**config.mk**
```make
export PLATFORM = sky130hd
export DESIGN_NAME = hlsm_stim_driver
export DESIGN_NICKNAME = d
export VERILOG_FILES = /design/src/rtl/hlsm_drv_pkg.sv /design/src/rtl/lfsr16.sv /design/src/rtl/hlsm_stim_driver.sv
export SDC_FILE = /design/constraint.sdc
export NUM_CORES = 1
export LEC_CHECK = 0
export BUFFER_PORTS_ARGS = -buffer_cell sky130_fd_sc_hd__buf_4
export CAP_MARGIN = 20
export CORE_UTILIZATION = 51
export CTS_BUF_LIST = sky130_fd_sc_hd__clkbuf_4 sky130_fd_sc_hd__clkbuf_8
export DETAILED_ROUTE_END_ITERATION = 16
export PLACE_DENSITY_LB_ADDON = 0.05
export REMOVE_ABC_BUFFERS = 1
export SETUP_SLACK_MARGIN = 0.05
export SYNTH_ARGS = -nofsm -noshare
export SYNTH_HDL_FRONTEND = slang
export SYNTH_HIERARCHICAL = 1
export SYNTH_SLANG_ARGS = --single-unit
```
**constraint.sdc**
```tcl
create_clock -name Clk -period 2.1 [get_ports Clk]
set_input_delay 0.21 -clock Clk [delete_from_list [all_inputs] [get_ports Clk]]
set_output_delay 0.21 -clock Clk [all_outputs]
set_load 0.005 [all_outputs]
```
**src/rtl/hlsm_drv_pkg.sv**
```systemverilog
// rtl/hlsm_drv_pkg.sv - shared types, constants and helpers for the HLSM stimulus driver
// Contents:
//   state_t       FSM states IDLE, LOAD, START, WAIT, NEXT, FINISH (3-bit)
//   LFSR_TAPS     Galois tap mask for the right-shifting 16-bit LFSR
//   DEFAULT_SEED  reset value of the LFSR
//   IDX_*         operand slot numbers in load order a..h, num
//   lfsr_step     one LFSR step
//   sat_inc16     16-bit increment that sticks at all-ones
package hlsm_drv_pkg;

  typedef enum logic [2:0] {
    IDLE   = 3'd0,
    LOAD   = 3'd1,
    START  = 3'd2,
    WAIT   = 3'd3,
    NEXT   = 3'd4,
    FINISH = 3'd5
  } state_t;

  localparam logic [15:0] LFSR_TAPS    = 16'hB400;
  localparam logic [15:0] DEFAULT_SEED = 16'hACE1;

  localparam int NUM_OPERANDS = 9;

  localparam logic [3:0] IDX_A   = 4'd0;
  localparam logic [3:0] IDX_B   = 4'd1;
  localparam logic [3:0] IDX_C   = 4'd2;
  localparam logic [3:0] IDX_D   = 4'd3;
  localparam logic [3:0] IDX_E   = 4'd4;
  localparam logic [3:0] IDX_F   = 4'd5;
  localparam logic [3:0] IDX_G   = 4'd6;
  localparam logic [3:0] IDX_H   = 4'd7;
  localparam logic [3:0] IDX_NUM = 4'd8;

  function automatic logic [15:0] lfsr_step(input logic [15:0] v);
    return v[0] ? ((v >> 1) ^ LFSR_TAPS) : (v >> 1);
  endfunction

  function automatic logic [15:0] sat_inc16(input logic [15:0] v);
    return (v == 16'hFFFF) ? v : v + 16'd1;
  endfunction

endpackage

```
**src/rtl/lfsr16.sv**
```systemverilog
// rtl/lfsr16.sv - 16-bit Galois LFSR with look-ahead output
// Ports:
//   Clk    in   system clock, rising edge
//   Rst    in   synchronous active-high reset, reloads seed
//   step   in   advance the register one position this cycle
//   seed   in   16-bit reset value (nonzero)
//   value  out  the value the register takes after one step from its
//               current contents, so a consumer that loads on the same
//               edge as the step captures the freshly stepped value
module lfsr16
  import hlsm_drv_pkg::*;
(
  input  logic        Clk,
  input  logic        Rst,
  input  logic        step,
  input  logic [15:0] seed,
  output logic [15:0] value
);

  logic [15:0] lfsr_q;

  always_ff @(posedge Clk) begin
    if (Rst) begin
      lfsr_q <= seed;
    end else if (step) begin
      lfsr_q <= lfsr_step(lfsr_q);
    end
  end

  assign value = lfsr_step(lfsr_q);

endmodule

```
**src/rtl/hlsm_stim_driver.sv**
```systemverilog
// rtl/hlsm_stim_driver.sv - Start/Done initiator that feeds LFSR operands to an HLSM
// Ports:
//   Clk, Rst           clock and synchronous active-high reset
//   Enable             leaves IDLE when high (sampled in IDLE only)
//   Start              one-cycle request pulse to the HLSM
//   Done, avg          HLSM completion and its result
//   a..h, num          operands, reloaded from the LFSR before each Start
//   Result             avg captured on Done
//   ResultValid        one-cycle pulse when Result updates
//   LastLatency        Start-to-Done cycles of the last transaction
//   TransCount         completed transactions (saturating)
//   Timeout            sticky: Done missed within TIMEOUT cycles
//   Busy, Finished     activity / terminal-state levels
module hlsm_stim_driver
  import hlsm_drv_pkg::*;
#(
  parameter int          DATAWIDTH = 8,
  parameter int          NUM_TRANS = 16,
  parameter int          TIMEOUT   = 64,
  parameter logic [15:0] SEED      = DEFAULT_SEED
) (
  input  logic                 Clk,
  input  logic                 Rst,
  input  logic                 Enable,
  output logic                 Start,
  input  logic                 Done,
  output logic [DATAWIDTH-1:0] a,
  output logic [DATAWIDTH-1:0] b,
  output logic [DATAWIDTH-1:0] c,
  output logic [DATAWIDTH-1:0] d,
  output logic [DATAWIDTH-1:0] e,
  output logic [DATAWIDTH-1:0] f,
  output logic [DATAWIDTH-1:0] g,
  output logic [DATAWIDTH-1:0] h,
  output logic [DATAWIDTH-1:0] num,
  input  logic [DATAWIDTH-1:0] avg,
  output logic [DATAWIDTH-1:0] Result,
  output logic                 ResultValid,
  output logic [15:0]          LastLatency,
  output logic [15:0]          TransCount,
  output logic                 Timeout,
  output logic                 Busy,
  output logic                 Finished
);

  localparam logic [15:0] TRANS_TARGET = 16'(NUM_TRANS);
  localparam logic [15:0] TIMEOUT_LAST = 16'(TIMEOUT - 1);

  state_t                 state;
  logic [3:0]             index;
  logic [15:0]            cycle_cnt;
  logic [DATAWIDTH-1:0]   operand [NUM_OPERANDS];
  logic [15:0]            lfsr_value;
  logic                   lfsr_unused;

  lfsr16 u_lfsr (
    .Clk   (Clk),
    .Rst   (Rst),
    .step  (state == LOAD),
    .seed  (SEED),
    .value (lfsr_value)
  );

  // Only the low DATAWIDTH bits become operands.
  assign lfsr_unused = ^lfsr_value;

  assign a   = operand[IDX_A];
  assign b   = operand[IDX_B];
  assign c   = operand[IDX_C];
  assign d   = operand[IDX_D];
  assign e   = operand[IDX_E];
  assign f   = operand[IDX_F];
  assign g   = operand[IDX_G];
  assign h   = operand[IDX_H];
  assign num = operand[IDX_NUM];

  // Outputs are registered alongside the state: each one is written on the
  // edge that enters the state it describes, so Start is high exactly
  // during START and Busy/Finished track the state with no decode glitch.
  always_ff @(posedge Clk) begin
    if (Rst) begin
      state       <= IDLE;
      index       <= IDX_A;
      cycle_cnt   <= '0;
      Start       <= 1'b0;
      Result      <= '0;
      ResultValid <= 1'b0;
      LastLatency <= '0;
      TransCount  <= '0;
      Timeout     <= 1'b0;
      Busy        <= 1'b0;
      Finished    <= 1'b0;
      for (int i = 0; i < NUM_OPERANDS; i++) begin
        operand[i] <= '0;
      end
    end else begin
      Start       <= 1'b0;
      ResultValid <= 1'b0;
      case (state)
        IDLE: begin
          if (Enable) begin
            state <= LOAD;
            index <= IDX_A;
            Busy  <= 1'b1;
          end
        end
        LOAD: begin
          operand[index] <= lfsr_value[DATAWIDTH-1:0];
          if (index == IDX_NUM) begin
            state <= START;
            Start <= 1'b1;
          end else begin
            index <= index + 4'd1;
          end
        end
        START: begin
          // Done is deliberately not looked at here: a Done overlapping
          // Start still belongs to the previous request.
          cycle_cnt <= '0;
          state     <= WAIT;
        end
        WAIT: begin
          cycle_cnt <= sat_inc16(cycle_cnt);
          if (Done) begin
            Result      <= avg;
            ResultValid <= 1'b1;
            LastLatency <= sat_inc16(cycle_cnt);
            TransCount  <= sat_inc16(TransCount);
            state       <= NEXT;
          end else if (cycle_cnt == TIMEOUT_LAST) begin
            Timeout  <= 1'b1;
            Busy     <= 1'b0;
            Finished <= 1'b1;
            state    <= FINISH;
          end
        end
        NEXT: begin
          if (TransCount == TRANS_TARGET) begin
            Busy     <= 1'b0;
            Finished <= 1'b1;
            state    <= FINISH;
          end else begin
            index <= IDX_A;
            state <= LOAD;
          end
        end
        FINISH: begin
          state <= FINISH;
        end
        default: begin
          Busy     <= 1'b0;
          Finished <= 1'b0;
          state    <= IDLE;
        end
      endcase
    end
  end

endmodule

```
; Word level (Yosys, flattened, before mapping)
; Memory sizes are Yosys's and may differ from the RTL's.
; Cells that the tools add are included.
[totals]
register_bits = 84
ramBits = 72
in_bits = 12
output_inout_bits = 117
word_cells = 88
mem_count = 1
[op_classes]
n_addsub = 3
eq_ne = 18
mux = 32
bitwise = 7
n_reduce_logical = 15
[mem_list]
columns = name, depth, word_bits, read_ports, rd_clocked_by_memory_dff, write_ports, line
row1 = operand, 9, 8, 9, 0, 9, hlsm_stim_driver.sv:52  ; logic [DATAWIDTH-1:0] operand [NUM_OPERANDS];
[ops]
columns = operator, n
row1 = "adder 16 x 1 -> 16 bit, second input constant", 2
row2 = "== test 16 bit, second input constant", 2
row3 = two-way mux 16 bit, 2
row4 = one-hot mux 16 bit (2 select lines), 1
row5 = one-hot mux 3 bit (6 select lines), 1
row6 = "== test 16 x 5 -> 1 bit, second input constant", 1
row7 = "== test 16 x 6 -> 1 bit, second input constant", 1
row8 = two-way mux 4 bit, 4
row9 = two-way mux 1 bit, 15
row10 = two-way mux 3 bit, 5
row11 = "inequality test 2 bit, second input constant", 7
row12 = one-hot mux 4 bit (3 select lines), 1
row13 = AND reduction 3 bit, 3
row14 = two-way mux 8 bit, 1
row15 = AND reduction 4 bit, 2
row16 = OR reduction 8 bit, 1
row17 = "== test 3 x 2 -> 1 bit, second input constant", 2
row18 = "== test 3 bit, second input constant", 2
row19 = NOT 1 bit, 6
row20 = AND reduction 5 bit, 1
row21 = "adder 4 x 1 -> 4 bit, second input constant", 1
row22 = "== test 4 bit, second input constant", 1
row23 = NOT 3 -> 4 bit, 1
row24 = one-hot mux 1 bit (4 select lines), 1
row25 = 10 further kinds, 11

; Logic depth before layout (Yosys ltp)
[depth]
word_depth = 6
mapped_depth = 8
depth_no_buf = 7

; Modules after synthesis
; Netlist, hierarchy kept.
[by_module_without_submodules]
columns = module, n_inst, cells_per_inst, area_per_inst_um2, seq_area_each_um2
row1 = hlsm_stim_driver, 1, 584, 6185.9, 3523.4
row2 = lfsr16, 1, 51, 855.8, 480.5

; Worst setup path after synthesis
; Ideal clock, no wire load.
[synth_path]
path_type = reg2reg
start = reg state[1]
end = mem operand[0][0] (enable)
setup_time_ns = 0.326
arrival_ns = 1.607
required_ns = 1.774
setup_slack_ns = 0.167
stages_incl_launch_ff = 6
path_buffers = 2
synth_period_minus_slack_ns = 1.933
cell_sequence = dfxtp_1 -> buf_2 -> nor3_1 -> nor4b_2 -> clkbuf_1 -> a21o_1
[synth_lines]
columns = element, line
row1 = from (decl), hlsm_stim_driver.sv:49  ; state_t state;
row2 = from (signal assigned), hlsm_stim_driver.sv:82  ; state <= IDLE;
row3 = from (signal assigned), hlsm_stim_driver.sv:102  ; state <= LOAD;
row4 = from (signal assigned), hlsm_stim_driver.sv:110  ; state <= START;
row5 = to (decl), hlsm_stim_driver.sv:52

; Worst setup path after layout
[layout_path]
start = reg cycle_cnt[6]
end = reg cycle_cnt[1]
[layout_between]
elab_chain_len = 3
[layout_lines]
columns = element, line
row1 = from (decl), hlsm_stim_driver.sv:51  ; logic [15:0] cycle_cnt;
row2 = from (signal assigned), hlsm_stim_driver.sv:123  ; cycle_cnt <= sat_inc16(cycle_cnt);
row3 = == test 16 bit, hlsm_drv_pkg.sv:40  ; return (v == 16'hFFFF) ? v : v + 16'd1;
row4 = two-way mux 16 bit, n/a
row5 = one-hot mux 16 bit (2 select lines), n/a
; Every way passes these cells.
; A chain may end at the register's enable or synchronous reset.

==> reports/results.ini <==
[run_status]
status = finished, final reports clean

[floorplanning]
core_mm2 = 0.0133
dieArea_mm2 = 0.0142
fp.dieH_um = 119
die_width_um = 119
ios = 129
start_util_pct = 52.7
rows = 42

[critical_path]
worst-setup-path-type = reg -> reg
worst_ep_required_time_ps = 2480
slowest_delay_ps = 800
path_cells = nand4_4 > or4_2 > o21ai_1 > a32oi_1 > nor2_1
crit_family = simple AND/OR/NAND/NOR gates
path_max_fanout = 10
worst-path-buf-inv = 0
cp.arrival_ps = 2370
worst_path_max_delay_cell = or4_2
end_kind = flop
startpoint_type = flop

[sta]
fin_crit_ps = 1990
finalMaxSlewViolations = 0
setup_ws_ps = 107
fin_worst_skew_ps = 12.1
hold_violations = 0
timing.final.crit_share_pct = 94.9
fin_tns_setup_ps = 0
max_freq_mhz = 502
rsz0062_at_grt = yes
slew_headroom_pct = 56.5
worst_pin_slew_ps = 648
whs_ps = 20.5
setup_viol = 0

[grt]
grt_max_degree = 94
grt_pass1_wl_um = 25700
antenna_found_initial = 0
grt_pass1_vias = 5068
grt_use_total_pct = 23.1
grt_overflow = 0

[placement]
gp_congestion = 0.857
placed_area_mm2 = 0.00828
post-dp-hpwl_um = 10600
io_buffers = 128
place_ws_ps = 54.2

[finish]
syn_to_final_growth_pct = 25.1
multi_input_area_mm2 = 0.00277
antenna_cells = 0
final_layout_size_suffix_gt1_share_pct = 29.1
mostFrequentLayoutCells = buf_4 (167), edfxtp_1 (88), and3_1 (69)
layout_commonest_cell = buf_4
fillers = 1052
fin_area_mm2 = 0.00876
final_nets = 806
seq_area_mm2 = 0.00401

[job]
max-cap-violations = 0

[synthesis]
syn-instance-count = 630
netlist_area_mm2 = 0.00700
yosysWarnings = 6
syn_avg_cell_area_um2 = 11.1

[pwr]
cellPowerDensity_mw_per_mm2 = 713
p_leak_nw = 3.70
vdd.ir_drop.worst_mv = 0.341

[cts]
clk_latency_ps = 450
cts_tree = yes
cts_sinks = 156
cts-root-buf = clkbuf_8
cts_buffers = 17
max-clock-path-buffers = 2
clk_pin_slew_ps = 80
h-tree-depth = 4

[detailed_routing]
first_iter_violations = 570
routed-via-count = 5419
first_pass_iters = 5
finalWirelength_um = 16100
ant_nets = 0
remaining_drc_errors = 0
wl_per_cell_um = 16.5
drt-vias-per-instance = 5.55

[worst_hold_path]
hp-class = in -> reg

## registers in the layout, summed over array words and instances (netlist names)
| signal | cells |
|---|---|
| Busy | 1 |
| Finished | 1 |
| LastLatency | 16 |
| Result | 8 |
| ResultValid | 1 |
| Start | 1 |
| Timeout | 1 |
| TransCount | 16 |
| cycle_cnt | 16 |
| index | 4 |
| operand | 72 |
| state | 3 |
| u_lfsr/lfsr_q | 16 |
## path summary, 6_finish.rpt
| kind | depth (start not counted) | from | slack, ps | endpoint |
|---|---|---|---|---|
| hold / removal | 3 | avg[1] | 20 | Result[1] |
| setup reg to reg | 5 | cycle_cnt[6] | 110 | cycle_cnt[1] |
| hold reg to reg | 2 | LastLatency[0] | 460 | LastLatency[0] |
| setup / recovery | 5 | cycle_cnt[6] | 110 | cycle_cnt[1] |
## what timing repair did
action,in CTS,in global routing
gates resized for setup,1,4
buffers inserted,0,2
hold buffers,6,0
cloned,0,1
endpoints found under the hold margin,6,0
pin swaps,0,2
setup endpoints to repair,1,15
## through the flow
stage,utilization (%),std cells,power (mW)
2_1_floorplan,-,592,3.80
3_3_place_gp,62.3,935,4.14
3_5_place_dp,62.3,935,4.15
4_1_cts,65.6,973,6.28
5_1_grt,65.9,976,6.47
6_report,65.9,976,6.25
## cell type report
cell class,instances,share of cell area [%]
clock buffer,20,2.93
clock inverter,12,1.39
multi-input combinational,427,31.6
inverter,10,0.428
sequential,156,45.7
tap,176,2.51
timing repair buffer,175,15.5
## power by group
group | switching [mW] | internal [mW]
Clock | 1.07 | 1.08
Sequential | 0.129 | 3.37
Combinational | 0.318 | 0.281
## layer usage
| metal | vias to the layer above | wire [um] | track usage (%) |
|---|---|---|---|
| met3 | 21 | 988 | 5.32 |
| met2 | 192 | 7740 | 37.2 |
| met5 | - | 0 | 0 |
| li1 | 2634 | - | - |
| met4 | 0 | 237 | 8.70 |
| met1 | 2572 | 7130 | 30.2 |
## tightest hold or removal path: cells and delay by family
| family | cells | cell delay (ps) |
|---|---|---|
| buf+inv | 1 | 110 |
| compound gates | 1 | 50 |
| simple gates | 1 | 40 |
Note: power is estimated with default switching activity, not from simulation.
